$ cat config.mk
export PLATFORM = sky130hd
export DESIGN_NAME = serial_add_ctrl
export DESIGN_NICKNAME = d
export VERILOG_FILES = /design/src/rtl/serial_add_ctrl_pkg.sv /design/src/rtl/half_adder.sv /design/src/rtl/serial_fa_cell.sv /design/src/rtl/serial_add_ctrl.sv
export SDC_FILE = /design/constraint.sdc
export NUM_CORES = 1
export LEC_CHECK = 0
export ABC_AREA = 1
export ABC_CLOCK_PERIOD_IN_PS = 2900
export BUFFER_PORTS_ARGS = -buffer_cell sky130_fd_sc_hd__buf_2
export CORE_ASPECT_RATIO = 0.9
export CORE_MARGIN = 2
export CORE_UTILIZATION = 46
export DETAILED_ROUTE_END_ITERATION = 8
export PLACE_DENSITY_LB_ADDON = 0.1
export RECOVER_POWER = 25
export SLEW_MARGIN = 20
export SYNTH_ARGS = -nofsm -noshare
export SYNTH_HDL_FRONTEND = slang
export SYNTH_HIERARCHICAL = 1
export SYNTH_SLANG_ARGS = --single-unit
$ cat constraint.sdc
create_clock -name clk -period 2.9 [get_ports clk]
set_input_delay 0.87 -clock clk [delete_from_list [all_inputs] [get_ports clk]]
set_output_delay 0.87 -clock clk [all_outputs]
set_load 0.005 [all_outputs]
$ cat src/rtl/serial_add_ctrl_pkg.sv
// Shared definitions for the bit-serial adder controller: state encoding and default sizes.
// Optional subtract mode is enabled by defining SERIAL_SUB_EN.
package serial_add_ctrl_pkg;

    typedef enum logic {
        ST_IDLE = 1'b0,
        ST_RUN  = 1'b1
    } state_e;

    localparam int DEFAULT_WIDTH = 8;
    localparam int DEFAULT_CNT_W = 5;

endpackage

$ cat src/rtl/half_adder.sv
// Single-bit half adder; building block of the serial full-adder cell.
module half_adder (
    input  logic a,
    input  logic b,
    output logic s,
    output logic c
);

    assign s = a ^ b;
    assign c = a & b;

endmodule

$ cat src/rtl/serial_fa_cell.sv
// One-bit full adder made from two half adders and an OR of their carries.
module serial_fa_cell (
    input  logic x,
    input  logic y,
    input  logic ci,
    output logic s,
    output logic co
);

    logic s0;
    logic c0;
    logic c1;

    half_adder u_ha0 (
        .a (x),
        .b (y),
        .s (s0),
        .c (c0)
    );

    half_adder u_ha1 (
        .a (s0),
        .b (ci),
        .s (s),
        .c (c1)
    );

    assign co = c0 | c1;

endmodule

$ cat src/rtl/serial_add_ctrl.sv
// Bit-serial WIDTH-bit adder: one shared full-adder cell, LSB first, start/busy/done handshake.
// Defining SERIAL_SUB_EN adds a 'sub' input selecting a - b instead of a + b.
module serial_add_ctrl
    import serial_add_ctrl_pkg::*;
#(
    parameter int WIDTH = DEFAULT_WIDTH,
    parameter int CNT_W = DEFAULT_CNT_W
) (
    input  logic             clk,
    input  logic             rst_n,
    input  logic             start,
    input  logic [WIDTH-1:0] a,
    input  logic [WIDTH-1:0] b,
`ifdef SERIAL_SUB_EN
    input  logic             sub,
`endif
    output logic             busy,
    output logic             done,
    output logic [WIDTH-1:0] sum,
    output logic             cout
);

    state_e             state_q, state_d;
    logic [WIDTH-1:0]   sha_q, sha_d;
    logic [WIDTH-1:0]   shb_q, shb_d;
    logic [WIDTH-1:0]   acc_q, acc_d;
    logic [WIDTH-1:0]   sum_q, sum_d;
    logic [CNT_W-1:0]   cnt_q, cnt_d;
    logic               carry_q, carry_d;
    logic               cout_q, cout_d;
    logic               done_q, done_d;

    logic               cell_s;
    logic               cell_co;
    logic [WIDTH:0]     acc_ext;
    logic [WIDTH-1:0]   acc_shift;
    logic [WIDTH-1:0]   b_load;
    logic               carry_init;

    serial_fa_cell u_cell (
        .x  (sha_q[0]),
        .y  (shb_q[0]),
        .ci (carry_q),
        .s  (cell_s),
        .co (cell_co)
    );

`ifdef SERIAL_SUB_EN
    // Two's-complement subtract: invert b and feed a carry-in of 1.
    assign b_load     = sub ? ~b : b;
    assign carry_init = sub;
`else
    assign b_load     = b;
    assign carry_init = 1'b0;
`endif

    // NOTE: every always_comb output gets a default before any branch, so no latch is inferred.
    always_comb begin
        state_d   = state_q;
        sha_d     = sha_q;
        shb_d     = shb_q;
        acc_d     = acc_q;
        sum_d     = sum_q;
        cnt_d     = cnt_q;
        carry_d   = carry_q;
        cout_d    = cout_q;
        done_d    = 1'b0;
        // Widened shift keeps the expression legal when WIDTH is 1.
        acc_ext   = {cell_s, acc_q} >> 1;
        acc_shift = acc_ext[WIDTH-1:0];

        case (state_q)
            ST_IDLE: begin
                if (start) begin
                    sha_d   = a;
                    shb_d   = b_load;
                    carry_d = carry_init;
                    cnt_d   = '0;
                    state_d = ST_RUN;
                end
            end
            ST_RUN: begin
                acc_d   = acc_shift;
                sha_d   = sha_q >> 1;
                shb_d   = shb_q >> 1;
                carry_d = cell_co;
                cnt_d   = cnt_q + CNT_W'(1);
                if (cnt_q == CNT_W'(WIDTH - 1)) begin
                    sum_d   = acc_shift;
                    cout_d  = cell_co;
                    done_d  = 1'b1;
                    state_d = ST_IDLE;
                end
            end
            default: state_d = ST_IDLE;
        endcase
    end

    // NOTE: state registers use non-blocking assignments so all flops update together at the edge.
    always_ff @(posedge clk or negedge rst_n) begin
        if (!rst_n) begin
            state_q <= ST_IDLE;
            sha_q   <= '0;
            shb_q   <= '0;
            acc_q   <= '0;
            sum_q   <= '0;
            cnt_q   <= '0;
            carry_q <= 1'b0;
            cout_q  <= 1'b0;
            done_q  <= 1'b0;
        end else begin
            state_q <= state_d;
            sha_q   <= sha_d;
            shb_q   <= shb_d;
            acc_q   <= acc_d;
            sum_q   <= sum_d;
            cnt_q   <= cnt_d;
            carry_q <= carry_d;
            cout_q  <= cout_d;
            done_q  <= done_d;
        end
    end

    assign busy = (state_q == ST_RUN);
    assign done = done_q;
    assign sum  = sum_q;
    assign cout = cout_q;

endmodule

# Word level (Yosys, flattened, before mapping)
# Index checks and enable logic that the tools add are counted.
classes:
  addsub: 1
  n_eq_ne: 2
  n_bitwise: 6
  reduce_logical: 1
  muxes: 13
op_table:
  columns: ["cell", "n"]
  rows:
  - ["8-bit one-hot mux with 2 select lines", 2]
  - ["8-bit 2-to-1 mux", 2]
  - ["5-bit one-hot mux with 2 select lines", 1]
  - ["5-bit by 1-bit adder with 5-bit output (second input constant)", 1]
  - ["5-bit by 3-bit equality test with 1-bit output (second input constant)", 1]
  - ["1-bit 2-to-1 mux", 5]
  - ["5-bit 2-to-1 mux", 1]
  - ["1-bit one-hot mux with 2 select lines", 2]
  - ["1-bit AND", 2]
  - ["2-bit inequality test (second input constant)", 1]
  - ["2-bit AND reduction", 1]
  - ["1-bit bitwise XOR", 2]
  - ["1-bit inverter", 1]
  - ["1-bit OR", 1]
word_totals:
  regBits: 41
  out_inout_bits: 11
  input_bits: 19

# Logic depth before layout (Yosys ltp)
depth:
  depth_word: 4
  depth_mapped: 7
  mapped_depth_nobuf: 6

# By module
# The synthesis kept the hierarchy.
by_module_without_submodules:
  columns: ["mod", "area_each_um2", "cells_per_inst", "instances"]
  rows:
  - ["serial_add_ctrl", 1669.1, 186, 1]
  - ["half_adder", 12.5, 1, 2]
  - ["serial_fa_cell", 11.3, 3, 1]

# Worst setup path before layout
# No wires, ideal clock.
synth_timing:
  path_kind: "input -> register"
  start: "input start"
  end: "register sha_q[1]"
  setup_slack_ns: 1.524
  arrival_time_ns: 1.308
  setup_time_ns: 0.069
  t_required_ns: 2.831
  cell_stages: 4
  cell_sequence: "nor2_4 -> buf_4 -> nand2_1 -> nand3_1"
synth_via:
  elab_chain_cells: 1
synth_lines:
  columns: ["item", "line_no", "source"]
  rows:
  - ["start, declared", "serial_add_ctrl.sv:11", "input logic start,"]
  - ["2-bit inequality test (no source line)", null, null]
  - ["end signal, assigned", "serial_add_ctrl.sv:103", "sha_q <= '0;"]
  - ["end signal, assigned", "serial_add_ctrl.sv:113", "sha_q <= sha_d;"]
  - ["end, declared", "serial_add_ctrl.sv:24", "logic [WIDTH-1:0] sha_q, sha_d;"]
# Every way passes these cells.
# A chain may end at the register's enable or synchronous reset.

# Worst setup path in the final report
layout_timing:
  start: "register state_q (netlist: busy)"
  end: "register cnt_q[2]"
layout_via:
  elab_chain_cells: 2
  elab_cells_between_ends: 3
  cone_classes: "eq/ne: 1; mux: 1; bitwise: 1"
layout_lines:
  columns: ["item", "line_no", "source"]
  rows:
  - ["start, declared", "serial_add_ctrl.sv:23", "state_e state_q, state_d;"]
  - ["start signal, assigned", "serial_add_ctrl.sv:112", "state_q <= state_d;"]
  - ["1-bit inverter", null, null]
  - ["5-bit one-hot mux with 2 select lines or 2-bit inequality test (tied branches)", null, null]
  - ["end signal, assigned", "serial_add_ctrl.sv:117", "cnt_q <= cnt_d;"]
  - ["end, declared", "serial_add_ctrl.sv:28", "logic [CNT_W-1:0] cnt_q, cnt_d;"]
# Several ways; a longest one is shown, not always the timed one.

==> qor.txt <==
pre-CTS setup slack = 1.168 ns
Initial DRC Count = 115
sequential share of the synthesized area = 58.69%
Power per Cell Area = 965.8 nW/µm²
leakage power = 1.036 nW
post-DP HPWL = 2313 µm
Worst Slack Setup Final = 0.8489 ns
syn avg cell area = 8.929 µm²
CTS tree = built
most frequent cells in the layout = nand2_1 (82), dfrtp_1 (40), buf_2 (28), nand3_1 (23), inv_1 (11)
Initial Utilization = 49.38%
Root Driver = clkbuf_8
First-pass DRT Iterations = 4
CTS-repair resized insts = 0
Final min period = 2.051 ns
Worst Path Max Fanout = 18
CP required = 3.11 ns
clock latency on the worst-skew pair = 0.29 ns
Max Cap Viol = 0
Die Wd = 68.18 µm
CP Launch Point = busy
multiplexer area fraction after synthesis = 0%
Synth Area in XOR/XNOR = 0%
crit path launch type = register
hold_sp = sum[7]
Power Total = 1.880 mW
Clk pin slew, worst setup/hold paths = 0.07 ns
fraction of layout cells with a size suffix above 1 = 18.92%
Post-Place Cells = 258
Arr. time, crit path = 2.26 ns
total CTS buffers = 5
largest family of logic cells by synthesized area = simple AND/OR/NAND/NOR gates
vias in the first global route = 1238
largest net degree at the start of global routing = 41
worst vdd ir = 0.0003695 V
die height = 61.77 µm
count of cell types in the netlist = 19
design area = 1947 µm²
CP bufs+invs = 2
post-synthesis simple-gate area fraction = 28.91%
WL final = 3228 µm
CTS max path bufs = 2
first-pass GRT wire length = 5616 µm
Synth Cell Area = 1705 µm²
Vias = 1331
Worst path most repeated cell = nand2_1
final max-slew violation count = 0
Clock Skew = 0.005114 ns
post-synth net total = 213
Placer Congestion = 0.7229
Synth Area in Compound Gates = 4.549%
Synth Warn # = 6
Routed wire per std cell = 12.14 µm
unrepaired setup endpoints after global routing = no
worst relative slew slack = 25.31%
final core utilization = 56.38%
Final Setup Violations = 0
grt ovf = 0
Synth Area in Adders = 2.201%
Peak Freq = 487.5 MHz
Final Hold Viols = 0
Finished Layout Cells = 266
DRC Markers = 0
CP max stage cell = clkbuf_1
Seq cells post-synth = 40
CP peak stage delay = 0.61 ns
Die ar. = 4211 µm²
kind of critical path = reg -> reg
H-tree depth = 2
Post-CTS Setup Bufs = 0
CTS Hold Bufs = 0
status = complete, no violations
commonest non-fill, non-tap cell in the layout = nand2_1
fill cell count = 337
critical path's top delay family = buffers and inverters
initial antenna violation count = 0
Cells after Synth = 191
Layout Area Growth over Synthesis = 14.16%
WHS = 0.4698 ns
site row count = 20
critical path cell sequence = clkbuf_1 -> inv_1 -> nand2_1 -> nand2_1 -> a21oi_1
r2r startpoint = busy
Worst-Margin Slew = 1.116 ns
Sink Count = 40
Total Routing Usage GR = 18.43%
post-detailed-route via-to-cell ratio = 5.004
Final period util = 70.73%
ANT cells = 0
Final ANT Viol Nets = 0
setup TNS = 0 ns
Worst Setup End Kind = register
count of buffers from port buffering = 29
placed cell areas = 1866 µm²
hold crit path type = reg -> reg
num ports = 30
Placeable Area = 3453 µm²
Post-layout nets = 243
power breakdown:
group          total, mW  leakage, nW  switching [mW]  internal, mW
clock              0.383       0.0445           0.189         0.193
sequential         0.914        0.523           0.149         0.765
combinational      0.583        0.469           0.358         0.225
total               1.88         1.04           0.697          1.18
logic make-up (layout without fill, tap and decap cells):
kind of cell             after synthesis  in the layout
buffers and inverters                 20             51
AND/OR/NAND/NOR                      115            115
flip-flops                            40             40
AO/OA/AOI/OAI                         13             13
adder cells (fa/ha/maj)                3              3
routing by layer:
metal | vias to the layer above | wire (µm) | global-route usage [%]
li1 | 663 | - | -
met1 | 633 | 1492 | 23.58
met5 | - | 0 | 0
met3 | 4 | 156 | 5.405
met2 | 31 | 1544 | 30.10
met4 | 0 | 35 | 6.857
area by class of cell:
class                           count  area (µm²)  share of cell area (%)
Clock buffer                        7       86.33                   4.434
Sequential cell                    40        1001                   51.41
Inverter                           13       48.80                   2.506
Multi-Input combinational cell    131       600.6                   30.85
Timing Repair Buffer               30       147.6                   7.584
Tap cell                           44       55.05                   2.828
Clock inverter                      1       7.507                  0.3856
worst reg2reg max path: cells and delay by family, from the launching register on:
kind	cells	cell delay, ns
AO/OA/AOI/OAI	1	0.13
buffers and inverters	2	1.03
flip-flops	1	0.57
AND/OR/NAND/NOR	2	0.25
registers in the layout, summed over array words and instances (netlist names):
name and cells:
done 1, cnt_q 5, busy 1, sum 8
cout 1, shb_q 8, carry_q 1, sha_q 8
acc_q 7
path summary, 6_finish.rpt:
check                      slack [ns]       end  cells past startpoint
min in group asynchronous        0.68  cnt_q[4]                      1
min                              0.47    sum[7]                      2
max in group asynchronous        1.67  cnt_q[1]                      1
max reg2reg                      0.85  cnt_q[2]                      5
min reg2reg                      0.47    sum[7]                      2
max                              0.85  cnt_q[2]                      5
cell usage after synthesis (all sizes together):
cell type / n / share of area (%)
a21oi: 1 / 0.29
a22o: 2 / 1.0
buf: 6 / 2.6
clkbuf: 1 / 0.22
dfrtp: 40 / 59
ha: 3 / 2.2
inv: 13 / 2.9
nand2: 84 / 19
nand3: 23 / 6.7
nand4: 1 / 0.37
nor2: 7 / 3.0
o211ai: 2 / 0.88
o21ai: 8 / 2.3
Power figures use the tool's default switching activity.
